<file path="config.mk">
export PLATFORM = sky130hd
export DESIGN_NAME = vga_sync
export DESIGN_NICKNAME = d
export VERILOG_FILES = /design/src/rtl/vga_sync.sv
export SDC_FILE = /design/constraint.sdc
export NUM_CORES = 1
export LEC_CHECK = 0
export BUFFER_PORTS_ARGS = -buffer_cell sky130_fd_sc_hd__buf_2
export CORE_MARGIN = 2
export CORE_UTILIZATION = 47
export DETAILED_ROUTE_END_ITERATION = 8
export PLACE_DENSITY = 0.8
export SYNTH_ARGS = -nofsm -noshare
export SYNTH_HDL_FRONTEND = slang
export SYNTH_SLANG_ARGS = --single-unit
</file>
<file path="constraint.sdc">
create_clock -name clk -period 4.04 [get_ports clk]
set_input_delay 0.606 -clock clk [delete_from_list [all_inputs] [get_ports clk]]
set_output_delay 0.606 -clock clk [all_outputs]
set_load 0.05 [all_outputs]
</file>
<file path="src/rtl/vga_sync.sv">
// VGA raster timing generator: pixel-rate divider, x/y counters, registered syncs and strobes.
// Optional frame counter is built only when VGA_SYNC_FRAME_CNT_EN is defined.
module vga_sync #(
    parameter int unsigned CLK_DIV   = 4,
    parameter int unsigned H_DISPLAY = 640,
    parameter int unsigned H_FP      = 16,
    parameter int unsigned H_SYNC    = 96,
    parameter int unsigned H_BP      = 48,
    parameter int unsigned V_DISPLAY = 480,
    parameter int unsigned V_FP      = 10,
    parameter int unsigned V_SYNC    = 2,
    parameter int unsigned V_BP      = 33
) (
    input  logic        clk,
    input  logic        rst_n,
    output logic        p_tick,
    output logic [9:0]  x,
    output logic [9:0]  y,
    output logic        hsync,
    output logic        vsync,
    output logic        video_on,
    output logic        line_end,
    output logic        frame_end,
    output logic [15:0] frame_cnt
);

    localparam int unsigned DIV_W = (CLK_DIV > 1) ? $clog2(CLK_DIV) : 1;
    localparam logic [DIV_W-1:0] DIV_MAX = DIV_W'(CLK_DIV - 1);

    localparam logic [9:0] H_MAX        = 10'(H_DISPLAY + H_FP + H_SYNC + H_BP - 1);
    localparam logic [9:0] H_DISP       = 10'(H_DISPLAY);
    localparam logic [9:0] H_SYNC_START = 10'(H_DISPLAY + H_FP);
    localparam logic [9:0] H_SYNC_END   = 10'(H_DISPLAY + H_FP + H_SYNC - 1);

    localparam logic [9:0] V_MAX        = 10'(V_DISPLAY + V_FP + V_SYNC + V_BP - 1);
    localparam logic [9:0] V_DISP       = 10'(V_DISPLAY);
    localparam logic [9:0] V_SYNC_START = 10'(V_DISPLAY + V_FP);
    localparam logic [9:0] V_SYNC_END   = 10'(V_DISPLAY + V_FP + V_SYNC - 1);

    logic [DIV_W-1:0] div_q, div_d;
    logic [9:0]       x_q, x_d;
    logic [9:0]       y_q, y_d;
    logic             hsync_q, hsync_d;
    logic             vsync_q, vsync_d;

    assign p_tick = (div_q == DIV_MAX);

    always_comb begin
        div_d = p_tick ? '0 : div_q + 1'b1;
        x_d   = x_q;
        y_d   = y_q;
        if (p_tick) begin
            if (x_q == H_MAX) begin
                x_d = '0;
                y_d = (y_q == V_MAX) ? 10'd0 : y_q + 10'd1;
            end else begin
                x_d = x_q + 10'd1;
            end
        end
        // Syncs decode the next counter value so they stay aligned with x/y.
        hsync_d = !((x_d >= H_SYNC_START) && (x_d <= H_SYNC_END));
        vsync_d = !((y_d >= V_SYNC_START) && (y_d <= V_SYNC_END));
    end

    always_ff @(posedge clk or negedge rst_n) begin
        if (!rst_n) begin
            div_q   <= '0;
            x_q     <= '0;
            y_q     <= '0;
            hsync_q <= 1'b1;
            vsync_q <= 1'b1;
        end else begin
            div_q   <= div_d;
            x_q     <= x_d;
            y_q     <= y_d;
            hsync_q <= hsync_d;
            vsync_q <= vsync_d;
        end
    end

    assign x         = x_q;
    assign y         = y_q;
    assign hsync     = hsync_q;
    assign vsync     = vsync_q;
    assign video_on  = (x_q < H_DISP) && (y_q < V_DISP);
    assign line_end  = p_tick && (x_q == H_MAX);
    assign frame_end = line_end && (y_q == V_MAX);

`ifdef VGA_SYNC_FRAME_CNT_EN
    logic [15:0] frame_cnt_q;

    always_ff @(posedge clk or negedge rst_n) begin
        if (!rst_n) begin
            frame_cnt_q <= '0;
        end else if (frame_end) begin
            frame_cnt_q <= frame_cnt_q + 16'd1;
        end
    end

    assign frame_cnt = frame_cnt_q;
`else
    assign frame_cnt = 16'h0000;
`endif

endmodule

</file>
==> run_results.csv <==
group,metric,value,unit
run_status,status,"complete, no violations",
logic_synthesis,synth.avg_cell_area,9.22,sq um
critical_path,critPathSlowestCell,"or4b_1",
routing,drc,0,
logic_synthesis,netlist_area,1490,sq um
clocking,clk_path_buf_depth,2,
critical_path,cp_max_fo,9,
placed_design,place.gp.congestion,0.846,
logic_synthesis,synth_top_area_share,36.9,%
placed_design,dpl.hpwl,2150,um
critical_path,crit_type,"flop to output pin",
logic_synthesis,synthTopCellsByCount,"dfrtp_1 (22), nand2_1 (17), buf_4 (16)",
pwr,internal_power,0.276,mW
logic_synthesis,yosys.area.top_type,"dfrtp_1",
worst_hold_path,hold_class,"input port to asynchronous set/reset pin",
final_layout,fill_cells,281,
placed_design,preCtsSetupSlack,1.61,ns
sta,slew_violations,0,
clocking,cts-htree-levels,1,
routing,drt_wl_total,2880,um
floorplan,core_area,3030,sq um
clocking,cts_buffers,3,
sta,rsz0062_at_grt,"no",
grt,grt_pass1_wl,4410,um
clocking,cts_resized,0,
logic_synthesis,synthCells,162,
pwr,clkPwrFrac,27.1,%
logic_synthesis,synth.area.top_cells,"dfrtp_1 (37%), buf_4 (8.0%), nand2_1 (4.3%), nand3_1 (4.0%), dfstp_2 (3.5%)",
pwr,combPwrFrac,9.7,%
floorplan,dieArea,3650,sq um
routing,post_drt_wl_per_cell,12.6,um
sta,post-route-min-period,2.79,ns
placed_design,io_buffers,27,
critical_path,slowest_delay,0.63,ns
routing,ant_nets,0,
sta,hold_violations,0,
critical_path,cp.required,3.43,ns
floorplan,start_util,49.3,%
routing,first_pass_iters,4,
grt,antenna_found_initial,0,
grt,overflow,0,
flow_run,cap_violations,0,
floorplan,ios,44,
sta,fmax,358,MHz
logic_synthesis,async_flop_share,100,%
logic_synthesis,yosys_most_used_dff,"dfrtp_1",
clocking,cts-root-buf,"clkbuf_4",
floorplan,die_w,60.4,um
sta,setup_viol,0,
logic_synthesis,ys_seq_area_share,40.4,%
critical_path,start_kind,"flop",
critical_path,critical-path-top-delay-family,"simple AND/OR/NAND/NOR gates",
logic_synthesis,synth_edf_count,0,
sta,tns,0,ns
logic_synthesis,yosys_warnings,0,
clocking,clkTransAtPathRegs,0.12,ns
sta,tightest_slew,0.677,ns
sta,slew_headroom,54.2,%
clocking,holdBufCountCts,0,
final_layout,postLayoutCellArea,1620,sq um
sta,worst_slack,1.25,ns
floorplan,dieHeight,60.4,um
critical_path,critPathCaptureType,"output pin",
grt,grt_pass1_vias,961,
grt,grt_usage,16.5,%
pwr,p_switching,0.105,mW
clocking,postCtsSetupRepairBufs,0,
clocking,clock_latency,0.32,ns
pwr,leakage,0.790,nW
critical_path,cp_num_buf_inv,2,
final_layout,nets,193,
logic_synthesis,synth_cell_types,43,
pwr,p_per_area,235,nW/um^2
placed_design,placed_cell_area,1600,sq um
clocking,cts.sinks,24,
routing,drt_iter0_drc,33,
critical_path,cp_cell_sequence,"inv_1, ha_1, nand4_1, or4b_1, nor2_1, buf_2",
critical_path,crit_arrival,2.19,ns
sta,worst_hold_slack,0.240,ns
pwr,ir_drop,131,uV
pwr,switching_share,27.6,%
grt,grt_start_max_net_pins,25,
logic_synthesis,synth_seq_cells,24,
sta,skew,0.00514,ns
final_layout,drive_gt1_share,20.5,%
logic_synthesis,synth_most_common_cell,"dfrtp_1",
clocking,cts_tree,"built",
pwr,seqPwrFrac,63.1,%
sta,period_share,69.2,%
final_layout,final_core_util,53.4,%
final_layout,n_antenna_cell,0,
routing,vias,1229,
final_layout,area_delta_synth_final,8.29,%
floorplan,row_count,20,
routing,vias_per_cell,5.37,
## routing by layer
metal,share of wire [%],vias up,track usage (%)
li1,-,605,-
met1,47,570,22.9
met2,45,47,23.9
met3,5.5,7,3.62
met4,2.2,0,9.21
met5,0,-,0
## cells in the final DEF, fill, tap and decap left out, types with 2 or more instances in the layout
cell type	netlist	layout
inv_1	5	5
clkbuf_4	0	3
or3_1	4	4
o22ai_1	2	2
and4_1	2	2
dfstp_2	2	2
dfrtp_1	22	22
nand2_1	17	17
o21ai_1	6	6
a21oi_1	2	2
o41ai_1	2	2
nand3_1	12	12
mux2i_1	2	2
ha_1	4	4
conb_1	1	16
xnor2_1	6	6
nor4b_1	2	2
nor2_1	4	4
nor3_1	2	2
o21ai_0	9	9
nand4_1	7	7
buf_2	2	27
and3_1	6	6
nand2b_1	3	3
## power by group through the flow
stage / clock, mW / sequential [mW] / combinational (mW)
5_1_grt: 0.118 / 0.240 / 0.0392
3_3_place_gp: 0 / 0.245 / 0.0370
3_5_place_dp: 0 / 0.245 / 0.0371
4_1_cts: 0.106 / 0.240 / 0.0371
6_report: 0.103 / 0.240 / 0.0371
2_1_floorplan: 0 / 0.245 / 0.0443
## logic make-up (layout without fill, tap and decap cells)
family	count (synthesis)	in the layout	synth area share [%]
XOR/XNOR	7	7	4.10
multiplexers	2	2	1.34
buffers and inverters	28	36	11.2
adder cells (fa/ha/maj)	4	4	3.35
AO/OA/AOI/OAI	30	30	12.8
other	1	16	0.251
AND/OR/NAND/NOR	66	66	26.5
flip-flops	24	24	40.4
## stage by stage
step	instances	power (mW)
final	229	0.380
after global routing	229	0.398
after CTS	229	0.384
after detailed placement	226	0.282
after global placement	226	0.282
after floorplan	177	0.289
## path summary, 6_finish.rpt
kind                                      end  depth (start not counted)  slack (ns)                from
setup / recovery                    frame_end                          6        1.25      y[0]$_DFF_PN0_
hold / removal                 x[0]$_DFF_PN0_                          1        0.24               rst_n
setup reg to reg               y[9]$_DFF_PN0_                          6        1.75  div_q[0]$_DFF_PN0_
min in group clk           div_q[0]$_DFF_PN0_                          1        0.44  div_q[0]$_DFF_PN0_
max in group asynchronous     vsync$_DFF_PN1_                          1        3.43               rst_n
hold reg to reg            div_q[0]$_DFF_PN0_                          1        0.44  div_q[0]$_DFF_PN0_
## state kept, by name, indices dropped and copies added (netlist names)
signal,flops
y,10
x,10
hsync,1
vsync,1
div_q,2
## layout make-up
class	count	area [sq um]	area share, %
Sequential cell	24	603	37.3
Tap cell	44	55.1	3.40
Inverter	6	22.5	1.39
Timing Repair Buffer	27	135	8.35
Multi-Input combinational cell	125	779	48.2
Clock buffer	3	22.5	1.39
Note: power is estimated with default switching activity, not from simulation.
